--- config.mk ---
export PLATFORM = sky130hd
export DESIGN_NAME = alarm_arm_controller_flat
export DESIGN_NICKNAME = d
export VERILOG_FILES = /design/src/rtl/alarm_arm_if.sv /design/src/rtl/alarm_arm_controller.sv /design/src/flat_wrapper.sv
export SDC_FILE = /design/constraint.sdc
export NUM_CORES = 1
export LEC_CHECK = 0
export BUFFER_PORTS_ARGS = -buffer_cell sky130_fd_sc_hd__buf_2
export CORE_ASPECT_RATIO = 0.7
export CORE_UTILIZATION = 52
export DETAILED_ROUTE_END_ITERATION = 10
export HOLD_SLACK_MARGIN = 0.08
export PLACE_DENSITY = 0.8
export RECOVER_POWER = 50
export SLEW_MARGIN = 30
export SYNTH_ARGS = -nofsm -noshare
export SYNTH_HDL_FRONTEND = slang
export SYNTH_SLANG_ARGS = --single-unit
--- constraint.sdc ---
create_clock -name clk -period 2.1 [get_ports clk]
set_clock_uncertainty 0.2 [all_clocks]
set_input_delay 0.105 -clock clk [delete_from_list [all_inputs] [get_ports clk]]
set_output_delay 0.105 -clock clk [all_outputs]
set_load 0.02 [all_outputs]
--- src/rtl/alarm_arm_if.sv ---
// ---------------------------------------------------------------------------
// alarm_arm_if
// Signal bundle between the alarm keypad/sensor side and the arming
// controller.
//
// Inputs to the controller (driven by master):
//   tick        one-cycle timebase strobe
//   arm_req     one-cycle arm request pulse
//   code_valid  qualifies code_in for one cycle
//   code_in     4-bit keypad code
//   trigger     intrusion detector output (level)
//   panic       panic button (level)
// Outputs from the controller (driven by slave):
//   alarm_enable  detector alarm switch, high in ARMED and ENTRY
//   siren         high only in ALARM
//   state         state code (DISARMED=0 EXIT=1 ARMED=2 ENTRY=3 ALARM=4)
//   remaining     current timer value, 0 in DISARMED and ARMED
//   fail_cnt      consecutive wrong-code count
// ---------------------------------------------------------------------------
interface alarm_arm_if;
    logic       tick;
    logic       arm_req;
    logic       code_valid;
    logic [3:0] code_in;
    logic       trigger;
    logic       panic;

    logic       alarm_enable;
    logic       siren;
    logic [2:0] state;
    logic [5:0] remaining;
    logic [1:0] fail_cnt;

    modport master (
        output tick, arm_req, code_valid, code_in, trigger, panic,
        input  alarm_enable, siren, state, remaining, fail_cnt
    );

    modport slave (
        input  tick, arm_req, code_valid, code_in, trigger, panic,
        output alarm_enable, siren, state, remaining, fail_cnt
    );
endinterface

--- src/rtl/alarm_arm_controller.sv ---
// ---------------------------------------------------------------------------
// alarm_arm_controller
// Intrusion-alarm arming state machine with exit delay, entry delay, timed
// siren with automatic re-arm, keypad disarm and a wrong-code lockout that
// raises the alarm.
//
// Ports:
//   clk    single clock, all state changes on its rising edge
//   rst_n  asynchronous active-low reset
//   bus    alarm_arm_if.slave (tick, arm_req, code_valid, code_in, trigger,
//          panic in; alarm_enable, siren, state, remaining, fail_cnt out)
//
// Parameters: EXIT_DLY, ENTRY_DLY, SIREN_TIME in ticks (1..63),
//             USER_CODE disarm code, MAX_FAIL wrong-code limit (1..3).
// All outputs are decoded from registered state only.
// ---------------------------------------------------------------------------
module alarm_arm_controller #(
    parameter int          EXIT_DLY   = 10,
    parameter int          ENTRY_DLY  = 8,
    parameter int          SIREN_TIME = 30,
    parameter logic [3:0]  USER_CODE  = 4'hA,
    parameter int          MAX_FAIL   = 3
) (
    input  logic        clk,
    input  logic        rst_n,
    alarm_arm_if.slave  bus
);

    typedef enum logic [2:0] {
        ST_DISARMED = 3'd0,
        ST_EXIT     = 3'd1,
        ST_ARMED    = 3'd2,
        ST_ENTRY    = 3'd3,
        ST_ALARM    = 3'd4
    } state_t;

    localparam logic [5:0] EXIT_T   = 6'(EXIT_DLY);
    localparam logic [5:0] ENTRY_T  = 6'(ENTRY_DLY);
    localparam logic [5:0] SIREN_T  = 6'(SIREN_TIME);
    localparam logic [1:0] FAIL_LIM = 2'(MAX_FAIL);

    state_t     state_q, state_d;
    logic [5:0] timer_q, timer_d;
    logic [1:0] fail_q,  fail_d;

    logic timed;
    logic expire;
    logic code_ok;
    logic code_bad;
    logic limit_hit;

    // State register
    always_ff @(posedge clk or negedge rst_n) begin
        if (!rst_n) begin
            state_q <= ST_DISARMED;
            timer_q <= 6'd0;
            fail_q  <= 2'd0;
        end else begin
            state_q <= state_d;
            timer_q <= timer_d;
            fail_q  <= fail_d;
        end
    end

    // Next-state logic, evaluated in priority order:
    // panic, correct code, wrong-code limit, timer expiry/trigger, arm_req.
    always_comb begin
        timed     = (state_q == ST_EXIT) || (state_q == ST_ENTRY) ||
                    (state_q == ST_ALARM);
        expire    = timed && bus.tick && (timer_q == 6'd1);
        code_ok   = (state_q != ST_DISARMED) && bus.code_valid &&
                    (bus.code_in == USER_CODE);
        code_bad  = (state_q != ST_DISARMED) && bus.code_valid &&
                    (bus.code_in != USER_CODE);
        limit_hit = code_bad && ((fail_q + 2'd1) == FAIL_LIM);

        state_d = state_q;
        timer_d = timer_q;
        fail_d  = fail_q;

        if (bus.panic) begin
            // Re-entering ALARM while already there restarts the siren time.
            state_d = ST_ALARM;
            timer_d = SIREN_T;
        end else if (code_ok) begin
            state_d = ST_DISARMED;
            timer_d = 6'd0;
            fail_d  = 2'd0;
        end else if (limit_hit) begin
            state_d = ST_ALARM;
            timer_d = SIREN_T;
            fail_d  = 2'd0;
        end else begin
            // A wrong code below the limit only counts; timed behaviour
            // continues in the same cycle.
            if (code_bad) begin
                fail_d = fail_q + 2'd1;
            end
            if (timed && bus.tick) begin
                timer_d = timer_q - 6'd1;
            end
            case (state_q)
                ST_DISARMED: begin
                    if (bus.arm_req) begin
                        state_d = ST_EXIT;
                        timer_d = EXIT_T;
                    end
                end
                ST_EXIT: begin
                    if (expire) begin
                        state_d = ST_ARMED;
                        timer_d = 6'd0;
                    end
                end
                ST_ARMED: begin
                    if (bus.trigger) begin
                        state_d = ST_ENTRY;
                        timer_d = ENTRY_T;
                    end
                end
                ST_ENTRY: begin
                    if (expire) begin
                        state_d = ST_ALARM;
                        timer_d = SIREN_T;
                    end
                end
                ST_ALARM: begin
                    // Siren timeout re-arms rather than disarming.
                    if (expire) begin
                        state_d = ST_ARMED;
                        timer_d = 6'd0;
                    end
                end
                default: begin
                    state_d = ST_DISARMED;
                    timer_d = 6'd0;
                    fail_d  = 2'd0;
                end
            endcase
        end
    end

    // Output decode, registers only
    always_comb begin
        bus.state        = state_q;
        bus.alarm_enable = (state_q == ST_ARMED) || (state_q == ST_ENTRY);
        bus.siren        = (state_q == ST_ALARM);
        bus.fail_cnt     = fail_q;
        if ((state_q == ST_EXIT) || (state_q == ST_ENTRY) ||
            (state_q == ST_ALARM)) begin
            bus.remaining = timer_q;
        end else begin
            bus.remaining = 6'd0;
        end
    end

endmodule

--- src/flat_wrapper.sv ---
// flat-port wrapper written by rule: the top's interface ports become plain ports
module alarm_arm_controller_flat 
#(
    parameter int          EXIT_DLY   = 10,
    parameter int          ENTRY_DLY  = 8,
    parameter int          SIREN_TIME = 30,
    parameter logic [3:0]  USER_CODE  = 4'hA,
    parameter int          MAX_FAIL   = 3
)
  (clk, rst_n, bus_tick, bus_arm_req, bus_code_valid, bus_code_in, bus_trigger, bus_panic, bus_alarm_enable, bus_siren, bus_state, bus_remaining, bus_fail_cnt);
  alarm_arm_if bus_i ();
  input  logic clk;
  input  logic rst_n;
  input wire logic [$bits(bus_i.tick)-1:0] bus_tick;
  input wire logic [$bits(bus_i.arm_req)-1:0] bus_arm_req;
  input wire logic [$bits(bus_i.code_valid)-1:0] bus_code_valid;
  input wire logic [$bits(bus_i.code_in)-1:0] bus_code_in;
  input wire logic [$bits(bus_i.trigger)-1:0] bus_trigger;
  input wire logic [$bits(bus_i.panic)-1:0] bus_panic;
  output wire logic [$bits(bus_i.alarm_enable)-1:0] bus_alarm_enable;
  output wire logic [$bits(bus_i.siren)-1:0] bus_siren;
  output wire logic [$bits(bus_i.state)-1:0] bus_state;
  output wire logic [$bits(bus_i.remaining)-1:0] bus_remaining;
  output wire logic [$bits(bus_i.fail_cnt)-1:0] bus_fail_cnt;
  assign bus_i.tick = bus_tick;
  assign bus_i.arm_req = bus_arm_req;
  assign bus_i.code_valid = bus_code_valid;
  assign bus_i.code_in = bus_code_in;
  assign bus_i.trigger = bus_trigger;
  assign bus_i.panic = bus_panic;
  assign bus_alarm_enable = bus_i.alarm_enable;
  assign bus_siren = bus_i.siren;
  assign bus_state = bus_i.state;
  assign bus_remaining = bus_i.remaining;
  assign bus_fail_cnt = bus_i.fail_cnt;
  alarm_arm_controller #(.EXIT_DLY(EXIT_DLY), .ENTRY_DLY(ENTRY_DLY), .SIREN_TIME(SIREN_TIME), .USER_CODE(USER_CODE), .MAX_FAIL(MAX_FAIL)) u_core (.clk(clk), .rst_n(rst_n), .bus(bus_i));
endmodule
==> metrics, run 1 <==
status complete, but fails checks; violations in the final reports setup timing; part of the Yosys area used for sequential elements 27.8%; GRT Total Usage roughly 30%; count of pins on the block boundary 24; Place WS about 0.018 ns; peak supply drop 874 µV; clock transition at the registers of the reported paths 0.07 ns; slew of the pin with the lowest slew margin just over 0.5 ns; Starting Density 58.8%; max_cap viols 0; kind of critical path reg2reg; CP endpoint kind flop; net total in the final layout 173; final-report max-slew violation count 0; via count of the first global-routing pass 950; Clock Tree Buf Depth 2; router iterations before antenna repair 4; number of antenna violations at the first check in global routing 0; total grt overflow 0; clock root buffer clkbuf_4; fmax 475 MHz; CP arrival around 2.1 ns; largest cells by area after synthesis dfrtp_1 28%, a21oi_1 4.6%, nor2_1 4.6%; required time worst endpoint between 2 and 2.5 ns; number of enable flip-flop cells after synthesis 0; CTS tree done; CTS Sinks 11; fraction of final layout cells with drive strength greater than 1 27.8%; Gate Count Post-Synth about 120; number of antenna repair diodes 0; post-route antenna net violation count 0; Area growth syn-to-layout 26.2%; Distinct cells, synth 45; y dimension of the die 38.5 µm; number of endpoints with negative hold slack in the final report 0; routed vias 1115; maximum fanout count along the critical path 6; pin count of the biggest net entering global routing 17; final number of setup-violating endpoints 1; Die Area 2080 µm²; number of CTS-inserted buffers 3; fraction of registers with async set/reset 100%; final worst slack -0.00673 ns; number of standard cells in the layout, taps in and fillers out 179; routability congestion estimate from global placement 0.879; top cell type by total area after synthesis dfrtp_1; average wire per cell in the routed design 16.3 µm; Min-Delay Path Class in2reg; count of unresolved DRC violations after routing 0; Port Buffers 23; number of placement rows 12; area of the core region approximately 1700 µm²; flip-flop cell with the highest count after synthesis dfrtp_1; leakage power figure 0.000564 µW; deepest level of the CTS H-tree 1; Die Width 54.1 µm; cell with the most instances after synthesis nor2_1; Synth top cells by count 12 x nor2_1, 11 x dfrtp_1, 9 x a21oi_1, 9 x inv_1, 9 x nand2_1; startpoint types flop; final hold slack between 0.1 and 0.15 ns; max-slew headroom at the worst pin 66.2%; startpoint of the lowest-slack register-to-register path u_core.timer_q[1]$_DFF_PN0_; vias per cell 6.23; wire length after detailed routing approximately 2900 µm; area share of the largest cell type after synthesis between 20 and 30%; register bit total from synthesis 11; minimum clock period after layout 2.11 ns; first-pass GRT wire length approximately 4400 µm; CP max-delay cell dfrtp_1; maximum single-stage delay on the critical path 0.42 ns; launching instance or port of the critical path u_core.timer_q[1]$_DFF_PN0_; total power density per cell area 1010 nW/µm²; post-DP HPWL about 2100 µm; average instance area after synthesis 8.10 µm²; summed negative setup slack over all endpoints -0.00673 ns; final period utilization 100%; violation count after the first detailed-route iteration 46; summed instance area of the synthesized netlist about 990 µm²; hold_sp bus_trigger; number of nets produced by synthesis roughly 140; clock latency of the later-clocked register in the worst-skew pair 0.27 ns; total placed cells including tap cells 168; ordered cell list for the critical path inv_1, ha_1, and4bb_4, and2_2, a21oi_1, and3_1, a211o_1; number of warnings issued by yosys 0
==> stage by stage <==
stage	utilization (%)	area [µm²]	power, µW
after global placement	68.5	1150	1030
after CTS	72.5	1220	1210
after global routing	74.2	1250	1340
after floorplan	-	988	812
final	74.2	1250	1260
after detailed placement	68.5	1150	1050
==> cells in the final DEF, fill, tap and decap left out, types with 2 or more instances in the layout <==
master,instances
dlygate4sd3_1,4
nand2_1,9
nand4b_1,2
nand2b_1,2
dfrtp_1,11
inv_1,9
o22ai_1,2
xnor2_1,5
clkbuf_4,3
o221ai_1,2
o21a_1,2
o21ai_1,4
a21oi_1,9
clkbuf_1,5
nor2b_1,7
nor2_1,11
o2111ai_1,2
buf_4,10
mux2i_1,3
o21ai_0,5
nor4_1,2
ha_1,3
buf_2,21
==> state kept, by name, indices dropped and copies added, names as in the netlist <==
signal / flops
u_core.bus.state: 3
u_core.bus.fail_cnt: 2
u_core.timer_q: 6
==> routing by layer <==
layer  global-route usage (%)  wire length [µm]  vias up
li1                         -                 -      512
met1                     41.0              1280      531
met2                     45.4              1270       64
met3                     11.1               316        8
met4                     10.3                55        0
met5                        0                 0        -
==> critical path, delay by kind of cell (launching register included) <==
kind | cells | cell delay (ns)
AND/OR/NAND/NOR | 3 | 0.71
flip-flops | 1 | 0.42
AO/OA/AOI/OAI | 2 | 0.36
adder cells (fa/ha/maj) | 1 | 0.17
buffers and inverters | 1 | 0.14
==> report_power, final <==
part,internal (µW),switching [µW]
sequential,268,59.0
combinational,321,462
clock,73.7,74.0
total,663,595
==> final cells by class <==
type | instances | area [µm²]
clock buffer | 4 | 26.3
fill | 128 | 434
inverter | 9 | 33.8
multi-input combinational | 95 | 651
sequential | 11 | 275
tap | 21 | 26.3
timing repair buffer | 39 | 235
==> logic make-up (layout without fill, tap and decap cells) <==
family / after synthesis / count (layout) / synth area share (%)
compound gates: 38 / 38 / 26.3
xor+xnor: 5 / 5 / 4.43
fa+ha+maj: 4 / 4 / 4.94
buf+inv: 16 / 52 / 7.97
flops: 11 / 11 / 27.8
mux: 3 / 3 / 3.04
simple gates: 45 / 45 / 25.4
==> path summary, 6_finish.rpt <==
path / endpoint / slack, ns / cells after the start
max: u_core.timer_q[3]$_DFF_PN0_ / -0.007 / 7
min: u_core.bus.state[2]$_DFFE_PN0P_ / 0.11 / 4
max reg2reg: u_core.timer_q[3]$_DFF_PN0_ / -0.007 / 7
min reg2reg: u_core.bus.fail_cnt[0]$_DFFE_PN0P_ / 0.38 / 2
max in group asynchronous: u_core.bus.state[0]$_DFFE_PN0P_ / 0.70 / 3
min in group asynchronous: u_core.timer_q[1]$_DFF_PN0_ / 0.66 / 3
==> repair_timing <==
item / 4_1_cts / 5_1_grt
gates resized for setup: 0 / 4
setup endpoints to repair: 0 / 4
setup buffers: 0 / 3
hold buffers: 4 / 0
endpoints found under the hold margin: 22 / 0
(Power assumes the default switching activity.)
==> run 2: changes to the inputs <==
--- a/config.mk
+++ b/config.mk
@@ -6,11 +6,11 @@
 export NUM_CORES = 1
 export LEC_CHECK = 0
 export BUFFER_PORTS_ARGS = -buffer_cell sky130_fd_sc_hd__buf_2
-export CORE_ASPECT_RATIO = 0.7
-export CORE_UTILIZATION = 52
+export CAP_MARGIN = 10
+export CORE_UTILIZATION = 56
 export DETAILED_ROUTE_END_ITERATION = 10
 export HOLD_SLACK_MARGIN = 0.08
-export PLACE_DENSITY = 0.8
+export PLACE_DENSITY = 0.92
 export RECOVER_POWER = 50
 export SLEW_MARGIN = 30
 export SYNTH_ARGS = -nofsm -noshare
==> constraint.sdc (replaced) <==
create_clock -name clk -period 2.5 [get_ports clk]
set_clock_uncertainty 0.2 [all_clocks]
set_input_delay 0.125 -clock clk [delete_from_list [all_inputs] [get_ports clk]]
set_output_delay 0.125 -clock clk [all_outputs]
set_load 0.02 [all_outputs]
==> run 2 against run 1 <==
Effect of this change:
- the flow now finishes without violations
- cell area shrank 7.7%
- register-to-register slack better by 0.34 ns
- critical path depth stayed put
- final cell count fell by 8.4%
- worst hold slack improved by 0.035 ns
- fmax shrank 2.7%
==> metrics, run 2 (same netlist as run 1, synthesis figures left out) <==
status completed; end of the worst register-to-register path u_core.timer_q[3]$_DFF_PN0_; number of antenna repair diodes 0; total grt overflow 0; R2R depth 7; required time worst endpoint between 2 and 2.5 ns; CP endpoint kind flop; Die Area 1940 µm²; post-route antenna net violation count 0; wire length after detailed routing around 2300 µm; number of endpoints with negative hold slack in the final report 0; hold_sp bus_arm_req; deepest level of the CTS H-tree 1; number of cells on the worst hold path 4; Most flops, register u_core.timer_q; maximum fanout count along the critical path 6; number of CTS-inserted buffers 3; Starting Density 62.7%; routability congestion estimate from global placement between 0.9 and 1; Hold Path End u_core.bus.state[0]$_DFFE_PN0P_; minimum clock period after layout 2.17 ns; final number of setup-violating endpoints 0; slack of the worst reg-to-reg path ~0.33 ns; average wire per cell in the routed design roughly 14 µm; Port Buffers 23; Place WS between 0.4 and 0.5 ns; Area growth syn-to-layout 16.5%; summed negative setup slack over all endpoints 0 ns; kind of critical path reg2reg; max-slew headroom at the worst pin between 60% and 70%; CTS Sinks 11; multi-input gate area in the final layout between 600 and 700 µm²; area of the core region around 1600 µm²; sequential cell area about 280 µm²; clock root buffer clkbuf_4; net total in the final layout 163; leakage power figure 0.000516 µW; final worst slack 0.334 ns; post-cts gate resize count 0; flip-flop count of the largest register, all copies and words added 6; number of placement rows 14; clock transition at the registers of the reported paths 0.07 ns; final hold slack 0.145 ns; total power density per cell area 830 nW/µm²; Min-Delay Path Class in2reg; router iterations before antenna repair 6; commonest non-fill, non-tap cell in the layout buf_2; most frequent cells in the layout 18 x buf_2, 12 x nor2_1, 11 x dfrtp_1; total chip power 956 µW; slew of the pin with the lowest slew margin 0.483 ns; final period utilization 86.7%; Clock Tree Buf Depth 2; startpoint types flop; unrepaired setup endpoints after global routing false; Die Width 44.0 µm; fmax 462 MHz; routed vias between 1000 and 1500; peak supply drop around 650 µV; clock latency of the later-clocked register in the worst-skew pair ~0.27 ns; number of antenna violations at the first check in global routing 0; CTS tree done; post-DP HPWL about 1800 µm; fill cell total of the finished layout 132; GRT Total Usage 25.9%; max_cap viols 0; startpoint of the lowest-slack register-to-register path u_core.timer_q[1]$_DFF_PN0_; CP arrival approximately 2.1 ns; pin count of the biggest net entering global routing 14; count of unresolved DRC violations after routing 0; fraction of final layout cells with drive strength greater than 1 19.6%; count of pins on the block boundary 24; vias per cell 6.27; via count of the first global-routing pass 916; first-pass GRT wire length 3770 µm; y dimension of the die 44.0 µm; violation count after the first detailed-route iteration 49; utilization after layout about three quarters; final-report max-slew violation count 0
[run 2: cell type report]
class / count / share of cell area (%)
inverters: 9 / 2.93
flip-flops and latches: 11 / 23.9
well taps: 16 / 1.74
multi-input cells: 95 / 54.8
clock inverters: 1 / 0.435
clock buffers: 3 / 1.96
repair buffers: 29 / 14.2
[run 2: worst max-delay path by stage]
stage / cells past startpoint / slack, ns / start / to
after global placement: 7 / 0.52 / u_core.timer_q[1]$_DFF_PN0_ / u_core.timer_q[3]$_DFF_PN0_
after CTS: 7 / 0.43 / u_core.timer_q[1]$_DFF_PN0_ / u_core.timer_q[3]$_DFF_PN0_
after global routing: 7 / 0.24 / u_core.timer_q[1]$_DFF_PN0_ / u_core.timer_q[3]$_DFF_PN0_
final: 7 / 0.33 / u_core.timer_q[1]$_DFF_PN0_ / u_core.timer_q[3]$_DFF_PN0_
after floorplan: 8 / 0.56 / u_core.timer_q[1]$_DFF_PN0_ / u_core.timer_q[3]$_DFF_PN0_
after detailed placement: 7 / 0.44 / u_core.timer_q[1]$_DFF_PN0_ / u_core.timer_q[3]$_DFF_PN0_
[run 2: repair_timing]
| action | in CTS | in global routing |
|---|---|---|
| hold endpoints to repair | 22 | 0 |
| buffers inserted | 0 | 0 |
| hold buffers | 4 | 0 |
| setup endpoints to repair | 0 | 0 |
[run 2: routing by layer]
layer  routed length (µm)  global-route usage, %  vias up
met5                    0                      0        -
met4                   42                   12.7        0
met3                  187                   2.45        7
met2                 1070                   41.5       65
met1                  985                   35.4      464
li1                     -                      -      493
[run 2: metrics by stage]
stage	instances	instance area, µm²
3_3_place_gp	156	1090
3_5_place_dp	156	1090
4_1_cts	164	1160
2_1_floorplan	122	988
5_1_grt	164	1150
6_report	164	1150
[run 2: power by group]
part / internal, µW / switching, µW
clock network: 59.2 / 59.6
registers: 224 / 71.4
logic: 220 / 322
total: 503 / 453
[run 2: critical path, stage by stage (launching register included)]
cell	delay [ns]
dfrtp_1	0.41
inv_1	0.13
ha_1	0.16
and4bb_1	0.33
and2_1	0.27
a21oi_1	0.12
and3_1	0.17
a211o_1	0.26
